$ cat src/rtl/fp_sqrt_arbiter.sv
// Round-robin arbiter that time-shares one fp_sqrt unit between N_REQ requesters.
// Grants one operand, pulses start, waits out the fixed latency plus done, then returns the result.
module fp_sqrt_arbiter #(
    parameter int N_REQ   = 4,
    parameter int LATENCY = 18,
    parameter int ID_W    = $clog2(N_REQ)
) (
    input  logic                 clk,
    input  logic                 rst,
    input  logic [N_REQ-1:0]     req_valid,
    output logic [N_REQ-1:0]     req_ready,
    input  logic [32*N_REQ-1:0]  req_op,
    output logic [N_REQ-1:0]     rsp_valid,
    input  logic [N_REQ-1:0]     rsp_ready,
    output logic [31:0]          rsp_res,
    output logic                 rsp_overflow,
    output logic                 rsp_underflow,
    output logic                 rsp_exception,
    output logic                 sqrt_start,
    output logic [31:0]          sqrt_op,
    input  logic                 sqrt_done,
    input  logic [31:0]          sqrt_res,
    input  logic                 sqrt_overflow,
    input  logic                 sqrt_underflow,
    input  logic                 sqrt_exception,
    output logic                 busy,
    output logic [ID_W-1:0]      grant_id
);

    localparam int              CNT_W   = $clog2(LATENCY + 1);
    localparam logic [CNT_W-1:0] CNT_MAX = CNT_W'(LATENCY);

    typedef enum logic [1:0] {IDLE, START, BUSY, RESP} state_t;

    state_t          state, state_nxt;
    logic [ID_W-1:0] last;
    logic [ID_W-1:0] win;
    logic [ID_W-1:0] cand;
    logic            win_found;
    logic [31:0]     win_op;
    logic [31:0]     op_q;
    logic [CNT_W-1:0] cnt;

    // Round-robin search: first valid requester after the previous winner, wrapping.
    always_comb begin
        // NOTE: every variable gets a default before any conditional write, so no latch is inferred.
        win       = '0;
        cand      = '0;
        win_found = 1'b0;
        for (int i = 1; i <= N_REQ; i++) begin
            cand = ID_W'((int'(last) + i) % N_REQ);
            if (!win_found && req_valid[cand]) begin
                win       = cand;
                win_found = 1'b1;
            end
        end
    end

    always_comb begin
        win_op = '0;
        for (int i = 0; i < N_REQ; i++) begin
            if (win == ID_W'(i)) win_op = req_op[32*i +: 32];
        end
    end

    always_comb begin
        state_nxt = state;
        req_ready = '0;
        rsp_valid = '0;
        case (state)
            IDLE: begin
                if (win_found) begin
                    req_ready[win] = 1'b1;
                    state_nxt      = START;
                end
            end
            START: state_nxt = BUSY;
            BUSY: begin
                if (cnt == CNT_MAX && sqrt_done) state_nxt = RESP;
            end
            RESP: begin
                rsp_valid[grant_id] = 1'b1;
                if (rsp_ready[grant_id]) state_nxt = IDLE;
            end
            default: state_nxt = IDLE;
        endcase
    end

    // The counter holds the number of cycles elapsed since the start pulse,
    // so it is zero during START and reaches LATENCY when the result is due.
    always_ff @(posedge clk) begin
        // NOTE: sequential state uses non-blocking assignments so every register samples pre-edge values.
        if (!rst) begin
            state         <= IDLE;
            last          <= ID_W'(N_REQ - 1);
            grant_id      <= '0;
            op_q          <= '0;
            cnt           <= '0;
            rsp_res       <= '0;
            rsp_overflow  <= 1'b0;
            rsp_underflow <= 1'b0;
            rsp_exception <= 1'b0;
        end else begin
            state <= state_nxt;
            case (state)
                IDLE: begin
                    cnt <= '0;
                    if (win_found) begin
                        op_q     <= win_op;
                        grant_id <= win;
                        last     <= win;
                    end
                end
                START: begin
                    if (cnt != CNT_MAX) cnt <= cnt + CNT_W'(1);
                end
                BUSY: begin
                    if (cnt != CNT_MAX) begin
                        cnt <= cnt + CNT_W'(1);
                    end else if (sqrt_done) begin
                        rsp_res       <= sqrt_res;
                        rsp_overflow  <= sqrt_overflow;
                        rsp_underflow <= sqrt_underflow;
                        rsp_exception <= sqrt_exception;
                    end
                end
                default: ;
            endcase
        end
    end

    assign sqrt_start = (state == START);
    assign sqrt_op    = op_q;
    assign busy       = (state != IDLE);

endmodule

$ cat config.mk
export PLATFORM = sky130hd
export DESIGN_NAME = fp_sqrt_arbiter
export DESIGN_NICKNAME = d
export VERILOG_FILES = /design/src/rtl/fp_sqrt_arbiter.sv
export SDC_FILE = /design/constraint.sdc
export NUM_CORES = 1
export LEC_CHECK = 0
export ABC_CLOCK_PERIOD_IN_PS = 2000
export CAP_MARGIN = 40
export CORE_UTILIZATION = 34
export CTS_CLUSTER_DIAMETER = 30
export CTS_CLUSTER_SIZE = 40
export DETAILED_ROUTE_END_ITERATION = 16
export GPL_TIMING_DRIVEN = 0
export PLACE_DENSITY = 0.77
export SLEW_MARGIN = 15
export SYNTH_ARGS = -nofsm -noshare
export SYNTH_HDL_FRONTEND = slang
export SYNTH_SLANG_ARGS = --single-unit
$ cat constraint.sdc
create_clock -name clk -period 2 [get_ports clk]
set_clock_uncertainty 0.15 [all_clocks]
set_input_delay 0.4 -clock clk [delete_from_list [all_inputs] [get_ports clk]]
set_output_delay 0.4 -clock clk [all_outputs]
set_load 0.1 [all_outputs]
Yosys cells after proc, flatten, opt, wreduce, memory -nomap -nowiden
Cells that the tools add are included.

word-level totals
  register bits = 78
  input port bits = 174
  output and inout bits = 79

cells by class
  add/subtract/negate cells = 5
  magnitude comparators = 8
  equality and inequality tests = 12
  mux-type cells = 35
  bitwise operators = 1
  reductions and logical operators = 18

operators with widths
  kind                                                                count
  2-to-1 mux 32 bit                                                   4
  < comparator 2 x 3 -> 1 bit (second input constant)                 6
  2-to-1 mux 2 bit                                                    7
  2-to-1 mux 4 bit                                                    3
  2-to-1 mux 1 bit                                                    11
  binary-select mux 1 bit (select 2 bit)                              5
  case mux 5 bit (2 select lines)                                     1
  equality test 2 bit (second input constant)                         4
  case mux 2 bit (4 select lines)                                     1
  logical AND 1 bit                                                   6
  inequality test 2 bit (second input constant)                       3
  AND reduction 3 bit                                                 2
  adder 5 x 1 -> 5 bit (second input constant)                        1
  equality test 5 bit (second input constant)                         1
  2-to-1 mux 5 bit                                                    1
  inequality test 5 bit (second input constant)                       1
  adder 2 x 1 -> 2 bit (second input constant)                        2
  adder 2 bit (second input constant)                                 2
  demux 1 bit (select 2 bit)                                          2
  equality test 2 x 1 -> 1 bit (second input constant)                2
  greater-or-equal comparator 2 x 1 -> 1 bit (second input constant)  2
  zero test 2 bit                                                     2
  AND reduction 2 bit                                                 2
  nonzero test 2 bit                                                  2
  4 further kinds                                                     6

Longest topological paths before layout
  depth in word-level cells = 19
  gate-level depth with buffers = 9

Worst setup path after synthesis
No wires, ideal clock.

  path type = input -> output
  from = in req_valid[1]
  to = out req_ready[0]
  arrival time = 3305 ps
  setup slack = -1855 ps
  stages on the path = 5
  buffers on the path = 2
  path through = or3b_1 > o211a_1 > buf_6 > buf_2 > nor3_1

on the way
  word-level cells in the longest chain between the ends = 18
  elaborated cells on any way between the ends = 29

RTL lines
  what                                                                                                                    RTL line  RTL
  from (decl)                                                                                                             10        input logic [N_REQ-1:0] req_valid,
  binary-select mux 1 bit (select 2 bit)                                                                                  52        if (!win_found && req_valid[cand]) begin
  2-to-1 mux 1 bit (not written as such)                                                                                  52
  2-to-1 mux 1 bit                                                                                                        52
  zero test 1 bit                                                                                                         52
  logical AND 1 bit                                                                                                       52
  2-to-1 mux 1 bit                                                                                                        52
  zero test 1 bit                                                                                                         52
  logical AND 1 bit                                                                                                       52
  [... 2 more ...]                                                                                                        -
  logical AND 1 bit                                                                                                       52
  2-to-1 mux 2 bit                                                                                                        52
  < comparator 2 x 3 -> 1 bit (not written as such) / greater-or-equal comparator 2 x 1 -> 1 bit (equally long branches)  73        req_ready[win] = 1'b1;
  logical AND 1 bit (not written as such)                                                                                 73
  2-to-1 mux 1 bit (not written as such)                                                                                  73
  demux 1 bit (select 2 bit)                                                                                              73
  2-to-1 mux 4 bit *                                                                                                      72        if (win_found) begin
  2-to-1 mux 4 bit *                                                                                                      70        case (state)
  to (decl)                                                                                                               11        output logic [N_REQ-1:0] req_ready,

Every way passes the cells marked *; elsewhere a longest branch is shown, timed or not. The select of a mux whose other input is x is not followed.

Final worst setup path
  from = reg last[0]
  to = out req_ready[2]

on the way
  word-level cells in the longest chain between the ends = 19
  elaborated cells on any way between the ends = 33

RTL lines
  what                                                                                                                    RTL line  RTL
  from (decl)                                                                                                             36        logic [ID_W-1:0] last;
  from (signal assigned)                                                                                                  95        last <= ID_W'(N_REQ - 1);
  from (signal assigned)                                                                                                  111       last <= win;
  adder 2 x 1 -> 2 bit                                                                                                    51        cand = ID_W'((int'(last) + i) % N_REQ);
  binary-select mux 1 bit (select 2 bit)                                                                                  52
  2-to-1 mux 1 bit (not written as such)                                                                                  52
  2-to-1 mux 1 bit                                                                                                        52
  zero test 1 bit                                                                                                         52
  logical AND 1 bit                                                                                                       52
  2-to-1 mux 1 bit                                                                                                        52
  zero test 1 bit                                                                                                         52
  [... 3 more ...]                                                                                                        -
  logical AND 1 bit                                                                                                       52
  2-to-1 mux 2 bit                                                                                                        52
  < comparator 2 x 3 -> 1 bit (not written as such) / greater-or-equal comparator 2 x 1 -> 1 bit (equally long branches)  73
  logical AND 1 bit (not written as such)                                                                                 73
  2-to-1 mux 1 bit (not written as such)                                                                                  73
  demux 1 bit (select 2 bit)                                                                                              73
  2-to-1 mux 4 bit *                                                                                                      72
  2-to-1 mux 4 bit *                                                                                                      70

Marked as above.

==> results_dict.tcl <==
set metrics [dict create \
    leakagePower_nw 3.89 \
    slew_violations 0 \
    first_iter_violations 239 \
    syn_area_mm2 0.00419 \
    grt_use_total_pct 29.1 \
    core_area_mm2 0.0120 \
    synth_edf_count 0 \
    nNetsFinal 1025 \
    worstSetupStartpointType "register" \
    rsz0062_at_grt "true" \
    antenna_found_initial 0 \
    critPathTopFamily "buffers and inverters" \
    wire_per_inst_um 19.2 \
    syn_nets 681 \
    cts_tree "done" \
    path_common_cell "buf_6" \
    finalSetupViolCount 36 \
    required_ns 1.45 \
    start_util_pct 34.9 \
    slowest_stage "dfxtp_4" \
    worstSetupEndpointType "output port" \
    postCtsHoldBufs 0 \
    min-delay-start "rsp_res[2]" \
    synthDistinctLibCells 37 \
    antenna_cells 0 \
    status "finished with violations" \
    r2r-start "last[0]" \
    path_buf_inv 5 \
    async_flop_share_pct 0 \
    cp_slowest_stage_delay_ns 0.36 \
    max_freq_ghz 0.401 \
    drc 0 \
    whs_ns 0.320 \
    die_w_um 113 \
    grt_pass1_wl_um 28700 \
    crit_fanout 4 \
    num_vias 5301 \
    yosysWarnings 0 \
    ios 253 \
    finalCritPeriodShare_pct 125 \
    wirelength_um 19100 \
    grt_max_degree 15 \
    synth_cells 501 \
    ys_ff_latch 78 \
    crit_arrival_ns 1.95 \
    path_class "reg2out" \
    clock_latency_ns 0.33 \
    hold_viol 0 \
    p_per_area_mw_per_mm2 1370 \
    routed_via_density 5.32 \
    dieArea_mm2 0.0128 \
    clockBufferDepth 2 \
    syn_area_per_cell_um2 8.37 \
    grt_overflow_total 0 \
    cts_num_sinks 78 \
    place_congestion 0.873 \
    grt_pass1_vias 5582 \
    fin_ws_ns -0.497 \
    fin_setup_tns_ns -8.21 \
    area_delta_synth_final_pct 123 \
    irDropWorstVdd_mv 0.945 \
    htreeDepth 3 \
    row_count 40 \
    hpwlAfterDp_um 14500 \
    final_area_mm2 0.00935 \
    worst_pin_slew_ns 0.588 \
    root_buffer "clkbuf_16" \
    max_cap_viol_count 0 \
    firstDrtPassIters 5 \
    startpoint "last[0]" \
    min_path_type "reg2reg" \
    clk_pin_slew_ns 0.07 \
    fp.dieH_um 113 \
    path_cells "buf_6 > nor2b_4 > buf_6 > o211a_4 > buf_12 > buf_8 > nand2_4 > nor2_4 > clkbuf_16" \
    synth_top_flop_cell "dfxtp_1" \
    synth_seq_area_share_pct 37.2 \
    min_period_ns 2.50 \
    place_area_mm2 0.00863 \
    io_buffers 251 \
    slew_headroom_pct 60.8 \
    postRouteAntennaNets 0 \
    violations "negative setup slack" \
    drive_gt1_share_pct 25.8 \
    numCtsBuffers 9 \
]
[kinds of logic after synthesis]
| group | synth area share, % |
|---|---|
| muxes | 15.2 |
| adders and majority gates | 1.79 |
| and+or+nand+nor | 23.8 |
| AOI/OAI and AO/OA | 16.5 |
| buffers and inverters | 5.49 |
| DFF | 37.2 |
[cell type report]
class                      instances  area [µm²]
sequential                        78        1580
fill                             728        2660
buffer                            39         302
tap                              147         184
inverter                           4        23.8
timing repair buffer             336        4360
clock inverter                     6        68.8
clock buffer                      10         229
multi-input combinational        377        2600
[final timing paths]
check / endpoint / slack [ns] / cells after the start
hold reg to reg: rsp_res[2] / 0.32 / 2
hold / removal: rsp_res[2] / 0.32 / 2
setup / recovery: req_ready[2] / -0.50 / 9
setup reg to reg: sqrt_op[16] / -0.28 / 10
[layer usage]
| metal | routed length (µm) | up-vias | GRT usage, % |
|---|---|---|---|
| met5 | 0 | - | 0 |
| met4 | 978 | 0 | 15.5 |
| met3 | 821 | 69 | 3.86 |
| met2 | 10400 | 251 | 54.4 |
| met1 | 6980 | 2524 | 31.8 |
| li1 | - | 2457 | - |
[state kept, by name (all words and copies together) (netlist names)]
register and cells:
last 2, rsp_underflow 1, grant_id 2, sqrt_op 32
rsp_res 32, state 2, cnt 5, rsp_overflow 1
rsp_exception 1
[through the flow]
| step | cells | utilization [%] | power [mW] | setup slack, ns |
|---|---|---|---|---|
| 3_5_place_dp | 978 | 71.9 | 10.3 | -1.72 |
| 4_1_cts | 993 | 76.2 | 12.4 | -0.525 |
| 5_1_grt | 997 | 77.9 | 13.2 | -0.526 |
| 3_3_place_gp | 899 | 58.2 | 8.28 | -1.97 |
| 6_report | 997 | 77.9 | 12.8 | -0.497 |
| 2_1_floorplan | 501 | - | 6.74 | -0.503 |
[worst register-to-register path: cells and delay by family, from the launching register on]
| kind | cells | cell delay (ns) |
|---|---|---|
| AO/OA/AOI/OAI | 2 | 0.27 |
| buffers and inverters | 5 | 0.70 |
| flip-flops | 1 | 0.36 |
| multiplexers | 1 | 0.27 |
| AND/OR/NAND/NOR | 2 | 0.47 |
[synth_stat cells (2+ instances only)]
cell type / instances / area, µm²
nor3b_1: 4 / 30.0
a21oi_1: 4 / 20.0
and3_1: 7 / 43.8
nand2_1: 112 / 420
buf_2: 4 / 20.0
nand2b_1: 4 / 25.0
o21ai_1: 2 / 10.0
a41oi_1: 2 / 17.5
mux2_2: 28 / 315
o211ai_1: 28 / 210
nor3_1: 2 / 10.0
inv_1: 4 / 15.0
a21boi_0: 36 / 270
o31ai_1: 5 / 37.5
mux2i_1: 30 / 300
and2_1: 6 / 37.5
o21ai_0: 7 / 35.0
a211oi_1: 4 / 30.0
buf_1: 3 / 11.3
buf_6: 7 / 78.8
nor2b_1: 5 / 31.3
nand3_1: 67 / 335
ha_1: 6 / 75.1
clkbuf_1: 28 / 105
dfxtp_1: 78 / 1560
nor2_1: 7 / 26.3
[where the power goes]
| part | internal (mW) | switching (mW) |
|---|---|---|
| Sequential | 1.94 | 0.305 |
| Combinational | 3.95 | 4.92 |
| Clock | 0.978 | 0.697 |
[placed cells by master (no fill, tap or decap), drive strengths merged, types with 5 or more instances in the layout]
cell type and count:
a21boi 36, and2 6, and3 7, buf 122, clkbuf 37, clkdlybuf4s50 197, dfxtp 78, dlygate4sd2 10
dlymetal6s2s 19, ha 6, inv 6, mux2 28, mux2i 30, nand2 112, nand3 67, nor2 7
nor2b 5, o211ai 29, o21ai 9, o31ai 6
[repair_timing]
item,CTS,global route
pin swaps,12,7
setup buffers,17,7
setup endpoints to repair,94,94
gates cloned,2,2
resized for setup,101,52
No activity file was read; power rests on OpenSTA's default activity.
